==> src/rtl/image_loader.sv <==
// -----------------------------------------------------------------------------
// image_loader
//   Host-side initiator for the inference pipeline. It takes one image as a
//   valid/ready pixel stream and writes it into the image RAM. Then it pulses
//   the network start and waits for a rising edge on net_done. It captures the
//   prediction a fixed number of cycles after that edge and returns it on a
//   result handshake. If no edge arrives in time, it returns a timeout result.
//
// Ports
//   clk, rst_n         single rising-edge clock, asynchronous active-low reset
//   s_valid/s_ready    pixel stream handshake; s_data is the pixel value and
//   s_data/s_last      s_last marks the final beat of a frame
//   wr_en/wr_addr/     image RAM write port; registered, one cycle after the
//   wr_data            beat is accepted
//   net_start          one-cycle start pulse to the network
//   net_done           network done level; only its rising edge matters
//   net_prediction     network argmax output, sampled CAPTURE_DELAY cycles
//                      after the net_done edge
//   res_valid/         result handshake; res_data and res_timeout are held
//   res_ready          stable until the result is consumed
//   res_data           captured prediction, 0 on timeout
//   res_timeout        res_data is a timeout result
//   err_len            sticky frame-length error, cleared only by reset
//   frame_cnt          number of results delivered, wraps at 256
// -----------------------------------------------------------------------------
module image_loader #(
  parameter int NUM_PIXELS    = 784,
  parameter int DATA_W        = 16,
  parameter int ADDR_W        = 10,
  parameter int CAPTURE_DELAY = 2,
  parameter int WAIT_TIMEOUT  = 65535
) (
  input  logic              clk,
  input  logic              rst_n,
  input  logic              s_valid,
  input  logic [DATA_W-1:0] s_data,
  input  logic              s_last,
  output logic              s_ready,
  output logic              wr_en,
  output logic [ADDR_W-1:0] wr_addr,
  output logic [DATA_W-1:0] wr_data,
  output logic              net_start,
  input  logic              net_done,
  input  logic [DATA_W-1:0] net_prediction,
  output logic              res_valid,
  output logic [DATA_W-1:0] res_data,
  output logic              res_timeout,
  input  logic              res_ready,
  output logic              err_len,
  output logic [7:0]        frame_cnt
);

  localparam int WAIT_W = $clog2(WAIT_TIMEOUT + 1);
  localparam int CAP_W  = (CAPTURE_DELAY < 1) ? 1 : $clog2(CAPTURE_DELAY + 1);
  localparam logic [ADDR_W-1:0] LAST_PIX  = ADDR_W'(NUM_PIXELS - 1);
  localparam logic [WAIT_W-1:0] WAIT_LAST = WAIT_W'(WAIT_TIMEOUT - 1);
  localparam logic [CAP_W-1:0]  CAP_LAST  = CAP_W'(CAPTURE_DELAY);

  typedef enum logic [2:0] {
    ST_LOAD,
    ST_DRAIN,
    ST_START,
    ST_WAIT,
    ST_RESULT
  } state_t;

  state_t            state_q, state_d;
  logic [ADDR_W-1:0] pix_cnt_q, pix_cnt_d;
  logic [WAIT_W-1:0] wait_cnt_q, wait_cnt_d;
  logic [CAP_W-1:0]  cap_cnt_q, cap_cnt_d;
  logic              cap_busy_q, cap_busy_d;
  logic              prev_done_q;

  logic              s_ready_q, s_ready_d;
  logic              wr_en_q, wr_en_d;
  logic [ADDR_W-1:0] wr_addr_q, wr_addr_d;
  logic [DATA_W-1:0] wr_data_q, wr_data_d;
  logic              net_start_q, net_start_d;
  logic              res_valid_q, res_valid_d;
  logic [DATA_W-1:0] res_data_q, res_data_d;
  logic              res_timeout_q, res_timeout_d;
  logic              err_len_q, err_len_d;
  logic [7:0]        frame_cnt_q, frame_cnt_d;

  logic beat;
  logic done_rise;

  assign beat      = s_valid & s_ready_q;
  // prev_done_q follows net_done in every state, START included. If done is
  // already high when WAIT is entered, prev_done_q is high too, so it cannot
  // look like an edge. A fresh 0->1 transition is needed.
  assign done_rise = net_done & ~prev_done_q;

  always_comb begin
    // NOTE: every *_d gets a default before the case, so no path can leave a
    // signal unassigned and infer a latch.
    state_d       = state_q;
    pix_cnt_d     = pix_cnt_q;
    wait_cnt_d    = wait_cnt_q;
    cap_cnt_d     = cap_cnt_q;
    cap_busy_d    = cap_busy_q;
    wr_en_d       = 1'b0;
    wr_addr_d     = wr_addr_q;
    wr_data_d     = wr_data_q;
    net_start_d   = 1'b0;
    res_valid_d   = res_valid_q;
    res_data_d    = res_data_q;
    res_timeout_d = res_timeout_q;
    err_len_d     = err_len_q;
    frame_cnt_d   = frame_cnt_q;

    case (state_q)
      ST_LOAD: begin
        if (beat) begin
          wr_en_d   = 1'b1;
          wr_addr_d = pix_cnt_q;
          wr_data_d = s_data;
          if (pix_cnt_q == LAST_PIX) begin
            pix_cnt_d = '0;
            if (s_last) begin
              state_d = ST_START;
            end else begin
              // The frame is too long. Keep the first NUM_PIXELS pixels and
              // drop everything up to s_last.
              err_len_d = 1'b1;
              state_d   = ST_DRAIN;
            end
          end else if (s_last) begin
            // The frame is too short. The pixels already written are left in
            // place and the loader waits for a fresh frame.
            err_len_d = 1'b1;
            pix_cnt_d = '0;
          end else begin
            pix_cnt_d = pix_cnt_q + 1'b1;
          end
        end
      end

      ST_DRAIN: begin
        if (beat && s_last) begin
          state_d = ST_START;
        end
      end

      ST_START: begin
        net_start_d = 1'b1;
        wait_cnt_d  = '0;
        cap_cnt_d   = '0;
        cap_busy_d  = 1'b0;
        state_d     = ST_WAIT;
      end

      ST_WAIT: begin
        if (cap_busy_q) begin
          // An edge has been seen. Count out the capture delay; the timeout
          // no longer applies.
          if (cap_cnt_q == CAP_LAST) begin
            res_data_d    = net_prediction;
            res_timeout_d = 1'b0;
            res_valid_d   = 1'b1;
            cap_busy_d    = 1'b0;
            state_d       = ST_RESULT;
          end else begin
            cap_cnt_d = cap_cnt_q + 1'b1;
          end
        end else if (done_rise) begin
          if (CAPTURE_DELAY == 0) begin
            res_data_d    = net_prediction;
            res_timeout_d = 1'b0;
            res_valid_d   = 1'b1;
            state_d       = ST_RESULT;
          end else begin
            cap_busy_d = 1'b1;
            cap_cnt_d  = CAP_W'(1);
          end
        end else if (wait_cnt_q == WAIT_LAST) begin
          res_data_d    = '0;
          res_timeout_d = 1'b1;
          res_valid_d   = 1'b1;
          state_d       = ST_RESULT;
        end else begin
          wait_cnt_d = wait_cnt_q + 1'b1;
        end
      end

      ST_RESULT: begin
        if (res_ready) begin
          res_valid_d = 1'b0;
          frame_cnt_d = frame_cnt_q + 8'd1;
          pix_cnt_d   = '0;
          state_d     = ST_LOAD;
        end
      end

      default: state_d = ST_LOAD;
    endcase

    // s_ready is registered. It is high whenever the next state takes beats.
    s_ready_d = (state_d == ST_LOAD) || (state_d == ST_DRAIN);
  end

  // NOTE: sequential state uses non-blocking assignments only, so every flop
  // samples the values from before the edge, whatever the statement order.
  always_ff @(posedge clk or negedge rst_n) begin
    if (!rst_n) begin
      state_q       <= ST_LOAD;
      pix_cnt_q     <= '0;
      wait_cnt_q    <= '0;
      cap_cnt_q     <= '0;
      cap_busy_q    <= 1'b0;
      prev_done_q   <= 1'b0;
      s_ready_q     <= 1'b0;
      wr_en_q       <= 1'b0;
      wr_addr_q     <= '0;
      wr_data_q     <= '0;
      net_start_q   <= 1'b0;
      res_valid_q   <= 1'b0;
      res_data_q    <= '0;
      res_timeout_q <= 1'b0;
      err_len_q     <= 1'b0;
      frame_cnt_q   <= '0;
    end else begin
      state_q       <= state_d;
      pix_cnt_q     <= pix_cnt_d;
      wait_cnt_q    <= wait_cnt_d;
      cap_cnt_q     <= cap_cnt_d;
      cap_busy_q    <= cap_busy_d;
      prev_done_q   <= net_done;
      s_ready_q     <= s_ready_d;
      wr_en_q       <= wr_en_d;
      wr_addr_q     <= wr_addr_d;
      wr_data_q     <= wr_data_d;
      net_start_q   <= net_start_d;
      res_valid_q   <= res_valid_d;
      res_data_q    <= res_data_d;
      res_timeout_q <= res_timeout_d;
      err_len_q     <= err_len_d;
      frame_cnt_q   <= frame_cnt_d;
    end
  end

  assign s_ready     = s_ready_q;
  assign wr_en       = wr_en_q;
  assign wr_addr     = wr_addr_q;
  assign wr_data     = wr_data_q;
  assign net_start   = net_start_q;
  assign res_valid   = res_valid_q;
  assign res_data    = res_data_q;
  assign res_timeout = res_timeout_q;
  assign err_len     = err_len_q;
  assign frame_cnt   = frame_cnt_q;

endmodule
==> config.mk <==
export PLATFORM = sky130hd
export DESIGN_NAME = image_loader
export DESIGN_NICKNAME = d
export VERILOG_FILES = /design/src/rtl/image_loader.sv
export SDC_FILE = /design/constraint.sdc
export NUM_CORES = 1
export LEC_CHECK = 0
export CORE_UTILIZATION = 45
export CTS_CLUSTER_DIAMETER = 40
export CTS_CLUSTER_SIZE = 28
export DETAILED_ROUTE_END_ITERATION = 16
export PLACE_DENSITY = 0.76
export SLEW_MARGIN = 40
export SYNTH_ARGS = -nofsm -noshare
export SYNTH_HDL_FRONTEND = slang
export SYNTH_SLANG_ARGS = --single-unit
==> constraint.sdc <==
create_clock -name clk -period 6.05 [get_ports clk]
set_clock_uncertainty 0.2 [all_clocks]
set_input_delay 0.9075 -clock clk [delete_from_list [all_inputs] [get_ports clk]]
set_output_delay 0.9075 -clock clk [all_outputs]
set_load 0.05 [all_outputs]
==> results of run 1 <==
layout make-up:
type / count / share of cell area [%]
clock buffer: 10 / 2.612
clock inverter: 6 / 0.9734
inverter: 6 / 0.4511
multi-input combinational: 236 / 33.26
sequential: 89 / 42.26
tap: 108 / 2.564
timing repair buffer: 94 / 17.88
sequential cells by signal, summed over array words and instances (netlist names), 2 cells and up:
signal      flops
res_data       16
wait_cnt_q     16
wr_data        16
pix_cnt_q      10
wr_addr        10
frame_cnt       8
state_q         3
cap_cnt_q       2
routing by layer:
layer,share of wire [%],GRT usage (%)
met5,0,0
met4,1.1,7.577
met3,5.4,3.885
met2,46,29.14
met1,48,25.87
how the worst max path moves through the flow:
| stage | start | end | slack [ns] | cells past startpoint |
|---|---|---|---|---|
| 2_1_floorplan | net_done | wait_cnt_q[4]$_DFFE_PN0P_ | 3.87 | 5 |
| 3_3_place_gp | net_done | res_data[12]$_DFFE_PN0P_ | 3.16 | 5 |
| 3_5_place_dp | net_done | res_data[12]$_DFFE_PN0P_ | 3.15 | 5 |
| 4_1_cts | frame_cnt[4]$_DFFE_PN0P_ | frame_cnt[4] | 3.31 | 1 |
| 5_1_grt | frame_cnt[2]$_DFFE_PN0P_ | frame_cnt[2] | 3.27 | 1 |
| 6_report | frame_cnt[2]$_DFFE_PN0P_ | frame_cnt[2] | 3.32 | 1 |
stage by stage:
step / total power [mW] / instances / cell area [um^2] / setup slack (ns)
after floorplan: 1.561 / 348 / 4078 / 3.873
after CTS: 2.300 / 549 / 5259 / 3.309
after global placement: 1.887 / 533 / 5055 / 3.164
after global routing: 2.397 / 549 / 5270 / 3.272
after detailed placement: 1.910 / 533 / 5070 / 3.145
final: 2.283 / 549 / 5270 / 3.323
kinds of logic after synthesis:
logic type | count (synthesis) | synth area share [%]
mux | 27 | 7.426
buf+inv | 23 | 2.884
xor+xnor | 8 | 1.718
compound gates | 87 | 15.22
fa+ha+maj | 5 | 1.534
simple gates | 109 | 16.60
flops | 89 | 54.62
where the power goes:
| group | leakage (nW) | internal (mW) | switching, mW |
|---|---|---|---|
| combinational | 0.980 | 0.379 | 0.658 |
| sequential | 1.18 | 0.746 | 0.114 |
| clock | 0.0931 | 0.165 | 0.222 |
layout by cell type (no fill, tap or decap), drive strengths merged, types with 2 or more instances in the layout:
master / netlist / final
clkdlybuf4s50: 0 / 92
dfrtp: 89 / 89
nand2: 27 / 27
mux2: 26 / 26
a21oi: 18 / 18
a22o: 16 / 16
nand3: 15 / 15
o31ai: 13 / 13
or4: 13 / 13
nand4: 13 / 13
clkbuf: 3 / 11
a31oi: 11 / 11
o21ai: 10 / 10
xnor2: 6 / 6
inv: 5 / 6
nor2: 6 / 6
and3: 5 / 5
o211ai: 5 / 5
ha: 5 / 5
clkinv: 1 / 5
or3: 4 / 4
and2: 4 / 4
nor3: 4 / 4
nor4: 4 / 4
and4: 3 / 3
a21o: 3 / 3
o311ai: 3 / 3
nand2b: 2 / 2
o22ai: 2 / 2
nand3b: 2 / 2
and3b: 2 / 2
a211oi: 2 / 2
xor2: 2 / 2
==> run_results.csv, run 1 <==
group,metric,value,unit
logic_synthesis,synth_top_area_share,54.62,%
timing,fmax,0.3668,GHz
logic_synthesis,synth_area,0.004078,mm^2
timing,fin_crit_sh,45.07,%
timing,finalCriticalPeriod,2.727,ns
clock_tree,cts_resized,0,
die,die-area,0.009446,mm^2
placed_design,portBuffers,93,
setup_path,slowest_stage,"clkdlybuf4s50_1",
routing,avgViaCountPerCell,5.761,
routing,ant_nets,0,
setup_path,critical_path_class,"reg -> out",
die,fp.dieW,97.19,um
global_route,grt_pass1_wl,14.60,mm
setup_path,crit_arrival,1.62,ns
cells_and_area,diodes,0,
setup_path,r2r_cells,5,
timing,finalSetupTns,0,ns
setup_path,rr_startpoint,"pix_cnt_q[0]$_DFFE_PN0P_",
worst_hold_path,min-delay-start,"err_len$_DFFE_PN0P_",
cells_and_area,fillers,707,
global_route,antenna_found_initial,0,
logic_synthesis,ys_ff_latch,89,
cells_and_area,ff_latch_area,0.002227,mm^2
cells_and_area,area_growth,29.24,%
clock_tree,holdBufCountCts,0,
clock_tree,clk_path_buf_depth,2,
logic_synthesis,synthTopCellsByArea,"dfrtp_1 55%, mux2_2 7.2%, a22o_1 3.4%, nand2_1 2.5%, o31ai_1 2.4%",
die,rows,34,
clock_tree,cts.reportedPaths.clkPinSlew,0.09,ns
setup_path,cp_data_required_time,4.94,ns
timing,hold_viol,0,
pwr,peakVddDrop,0.0003284,V
cells_and_area,multi_input_area,0.001753,mm^2
setup_path,end_kind,"output pin",
setup_path,path_max_fanout,5,
logic_synthesis,synth_cell_types,50,
logic_synthesis,synthArstFlopShare,100.0,%
setup_path,max_stage_delay,0.83,ns
die,die_y,97.19,um
routing,wl,8.598,mm
setup_path,cp-start-kind,"flop",
logic_synthesis,synthTopCellsByCount,"89 x dfrtp_1, 27 x nand2_1, 26 x mux2_2",
timing,hold_slack,0.2692,ns
logic_synthesis,avgSynthCellArea,11.72,um^2
timing,finalSetupViolCount,0,
run,maxCapViolCount,0,
cells_and_area,drive_gt1_share,13.15,%
global_route,grt_pass1_vias,3107,
outcome,status,"complete, no violations",
clock_tree,clock_latency,0.36,ns
die,ios,94,
logic_synthesis,yosysMostFrequentCell,"dfrtp_1",
clock_tree,htree_levels,3,
cells_and_area,layout.nets,479,
setup_path,rr_endpoint,"state_q[0]$_DFF_PN0_",
timing,grt_setup_unrepaired,"no",
pwr,p_leak,2.251,nW
timing,drv_slew,0,
logic_synthesis,netlist_instances,348,
timing,slew_headroom,48.07,%
clock_tree,cts-root-buf,"clkbuf_8",
setup_path,crit_buf_inv,1,
clock_tree,numCtsBuffers,9,
logic_synthesis,seq_area_frac_synth,54.62,%
clock_tree,cts_tree,"done",
pwr,powerDensity,433.3,mW/mm^2
routing,drcViolationCount,0,
die,core_area,0.008763,mm^2
setup_path,crit_chain,"clkdlybuf4s50_1",
routing,drt_iter0_markers,195,
routing,wire_per_inst,15.66,um
cells_and_area,finalCoreUtilization,60.14,%
logic_synthesis,synth_edf_count,0,
clock_tree,cts_sinks,89,
global_route,grt_usage,18.80,%
clock_tree,cts_setup_buffers,0,
placed_design,dpl.hpwl,5.812,mm
timing,tightest_slew,0.7781,ns
worst_hold_path,hold_end,"err_len$_DFFE_PN0P_",
worst_hold_path,holdPathStages,1,
setup_path,crit_family,"buffers and inverters",
die,start_util,46.53,%
logic_synthesis,synth_area_leader_cell,"dfrtp_1",
logic_synthesis,synth_ff_type,"dfrtp_1",
routing,dr.pass1.iters,4,
global_route,grt.overflow.total,0,
routing,route.vias.total,3163,
global_route,grt_max_degree,90,
logic_synthesis,yosysWarnings,0,
worst_hold_path,min_path_type,"reg -> reg",
logic_synthesis,synth_fp_nets,391,
placed_design,gp_congestion,0.8116,
setup_path,regToRegSetupSlack,3.57,ns
Note: power is estimated with default switching activity, not from simulation.
==> inputs of run 2 (changes only) <==
--- a/config.mk
+++ b/config.mk
@@ -9,7 +9,7 @@
 export CTS_CLUSTER_DIAMETER = 40
 export CTS_CLUSTER_SIZE = 28
 export DETAILED_ROUTE_END_ITERATION = 16
-export PLACE_DENSITY = 0.76
+export PLACE_DENSITY = 0.79
 export SLEW_MARGIN = 40
 export SYNTH_ARGS = -nofsm -noshare
 export SYNTH_HDL_FRONTEND = slang
==> constraint.sdc (replaced) <==
create_clock -name clk -period 2.2 [get_ports clk]
set_clock_uncertainty 0.2 [all_clocks]
set_input_delay 0.33 -clock clk [delete_from_list [all_inputs] [get_ports clk]]
set_output_delay 0.33 -clock clk [all_outputs]
set_load 0.05 [all_outputs]
==> run 2 against run 1 <==
Effect of this change: count of clock-buffer cells in the layout is 1 lower; global-route usage up 1.1 points; combinational power increased to 2.8 times the previous value; final area grew 4.4%; total power rose to 2.9 times the previous value; sequential share of layout area decreased by 1.8 points; non-clock buffer count grew 21; via count is 1.7% higher; clock power rose to 3.4 times the previous value; cell count grew 3.6%; setup slack got worse by 3.2 ns; sequential power grew to 2.8 times the previous value; critical path type unchanged; critical endpoint is now frame_cnt[0].
==> run_results.csv, run 2 (synthesis gave the netlist of run 1 again) <==
group,metric,value,unit
outcome,status,"complete, no violations",
timing,tightest_slew,0.5233,ns
pwr,powerDensity,1199,mW/mm^2
timing,grt_setup_unrepaired,"no",
global_route,antenna_found_initial,0,
pwr,p_int,3.893,mW
setup_path,critPathLaunch,"frame_cnt[0]$_DFFE_PN0P_",
setup_path,cp-start-kind,"flop",
pwr,peakVddDrop,0.0008635,V
worst_hold_path,min_path_type,"in -> async",
setup_path,critical_path_class,"reg -> out",
setup_path,crit_chain,"clkdlybuf4s50_1",
timing,finalCriticalPeriod,2.122,ns
timing,hold_slack,0.1360,ns
clock_tree,htree_levels,3,
global_route,grt_pass1_vias,3252,
placed_design,portBuffers,93,
timing,fmax,0.4713,GHz
clock_tree,numCtsBuffers,9,
global_route,grt.overflow.total,0,
pwr,power_frac_clock,20.1,%
setup_path,slowest_stage,"clkdlybuf4s50_1",
cells_and_area,final_cell_mix,"90 x clkdlybuf4s50_1, 89 x dfrtp_1, 27 x nand2_1",
routing,route.vias.total,3216,
pwr,p_comb_share,44.0,%
routing,dr.pass1.iters,4,
routing,wl,8.789,mm
setup_path,crit_buf_inv,1,
pwr,p_leak,2.410,nW
clock_tree,cts_tree,"done",
routing,avgViaCountPerCell,5.652,
timing,drv_slew,0,
routing,ant_nets,0,
clock_tree,clk_path_buf_depth,2,
cells_and_area,layout_commonest_cell,"clkdlybuf4s50_1",
timing,fin_crit_sh,96.45,%
die,start_util,46.53,%
placed_design,gp_congestion,0.8278,
timing,hold_viol,0,
setup_path,rr_startpoint,"wait_cnt_q[0]$_DFFE_PN0P_",
placed_design,dpl.hpwl,6.289,mm
run,maxCapViolCount,0,
cells_and_area,drive_gt1_share,16.70,%
routing,drcViolationCount,0,
setup_path,cp_data_required_time,1.67,ns
global_route,grt_max_degree,54,
global_route,grt_pass1_wl,15.35,mm
die,core_area,0.008763,mm^2
die,die-area,0.009446,mm^2
clock_tree,cts_sinks,89,
pwr,swShare,40.95,%
pwr,p_switching,2.700,mW
routing,wire_per_inst,15.45,um
timing,finalSetupTns,0,ns
global_route,grt_usage,19.89,%
clock_tree,cts_setup_buffers,0,
die,rows,34,
setup_path,crit_arrival,1.59,ns
setup_path,end_kind,"output pin",
cells_and_area,diodes,0,
cells_and_area,fillers,682,
pwr,p_seq_share,35.9,%
die,die_y,97.19,um
cells_and_area,layout.nets,500,
clock_tree,cts.reportedPaths.clkPinSlew,0.09,ns
clock_tree,cts-root-buf,"clkbuf_8",
setup_path,crit_family,"buffers and inverters",
setup_path,path_max_fanout,4,
clock_tree,clock_latency,0.35,ns
routing,drt_iter0_markers,183,
die,ios,94,
setup_path,max_stage_delay,0.82,ns
die,fp.dieW,97.19,um
timing,finalSetupViolCount,0,
timing,slew_headroom,65.00,%
cells_and_area,area_growth,34.92,%
setup_path,regToRegSetupSlack,0.12,ns
-- run 2: worst paths after layout --
kind	cells after the start	to
max in group asynchronous	3	wr_addr[0]$_DFFE_PN0P_
worst max-delay path	1	frame_cnt[0]
worst min-delay path	2	wr_addr[7]$_DFFE_PN0P_
worst max register to register	7	wait_cnt_q[9]$_DFFE_PN0P_
min in group clk	1	prev_done_q$_DFF_PN0_
worst min register to register	1	frame_cnt[7]$_DFFE_PN0P_
-- run 2: cell type report --
cell class | instances | area (um^2) | area share [%]
clock buffers | 9 | 123.9 | 2.252
clock inverters | 6 | 115.1 | 2.092
inverters | 6 | 23.77 | 0.4321
multi-input cells | 236 | 1738 | 31.59
flip-flops and latches | 89 | 2227 | 40.48
well taps | 108 | 135.1 | 2.456
repair buffers | 115 | 1139 | 20.70
-- run 2: through the flow --
| step | area [um^2] | std cells | setup slack, ns | power [mW] | util [%] |
|---|---|---|---|---|---|
| after CTS | 5492 | 569 | 0.02430 | 6.645 | 62.66 |
| final | 5502 | 569 | 0.07807 | 6.594 | 62.78 |
| after global routing | 5502 | 569 | 0.0006666 | 6.943 | 62.78 |
| after detailed placement | 5243 | 553 | -0.002087 | 5.307 | 59.82 |
| after global placement | 5243 | 553 | 0.03350 | 5.236 | 59.82 |
| after floorplan | 4078 | 348 | 0.2755 | 4.292 | - |
-- run 2: metal layers --
metal	routed length (um)	GRT usage [%]	up-vias
met2	4175	31.96	105
li1	-	-	1534
met1	4068	26.72	1568
met4	91	6.774	0
met5	0	0	-
met3	453	4.388	9
-- run 2: repair_timing --
| item | 4_1_cts | 5_1_grt |
|---|---|---|
| hold endpoints to repair | 89 | 0 |
| hold buffers | 1 | 0 |
| gates resized for setup | 0 | 3 |
| endpoints found under the setup margin | 0 | 3 |
-- run 2: power by group through the flow --
stage	Combinational [mW]	Clock, mW	Sequential [mW]
global placement	2.86	0	2.37
finish	2.90	1.33	2.37
floorplan	0.833	0	3.46
detailed placement	2.92	0	2.39
global route	3.07	1.44	2.44
CTS	2.92	1.36	2.37
==> inputs of run 3 (changes only) <==
--- a/config.mk
+++ b/config.mk
@@ -5,6 +5,7 @@
 export SDC_FILE = /design/constraint.sdc
 export NUM_CORES = 1
 export LEC_CHECK = 0
+export ABC_CLOCK_PERIOD_IN_PS = 2200
 export CORE_UTILIZATION = 45
 export CTS_CLUSTER_DIAMETER = 40
 export CTS_CLUSTER_SIZE = 28
==> results of run 3 <==
Same layout as run 2: the final DEF is identical, and so are final timing and power.
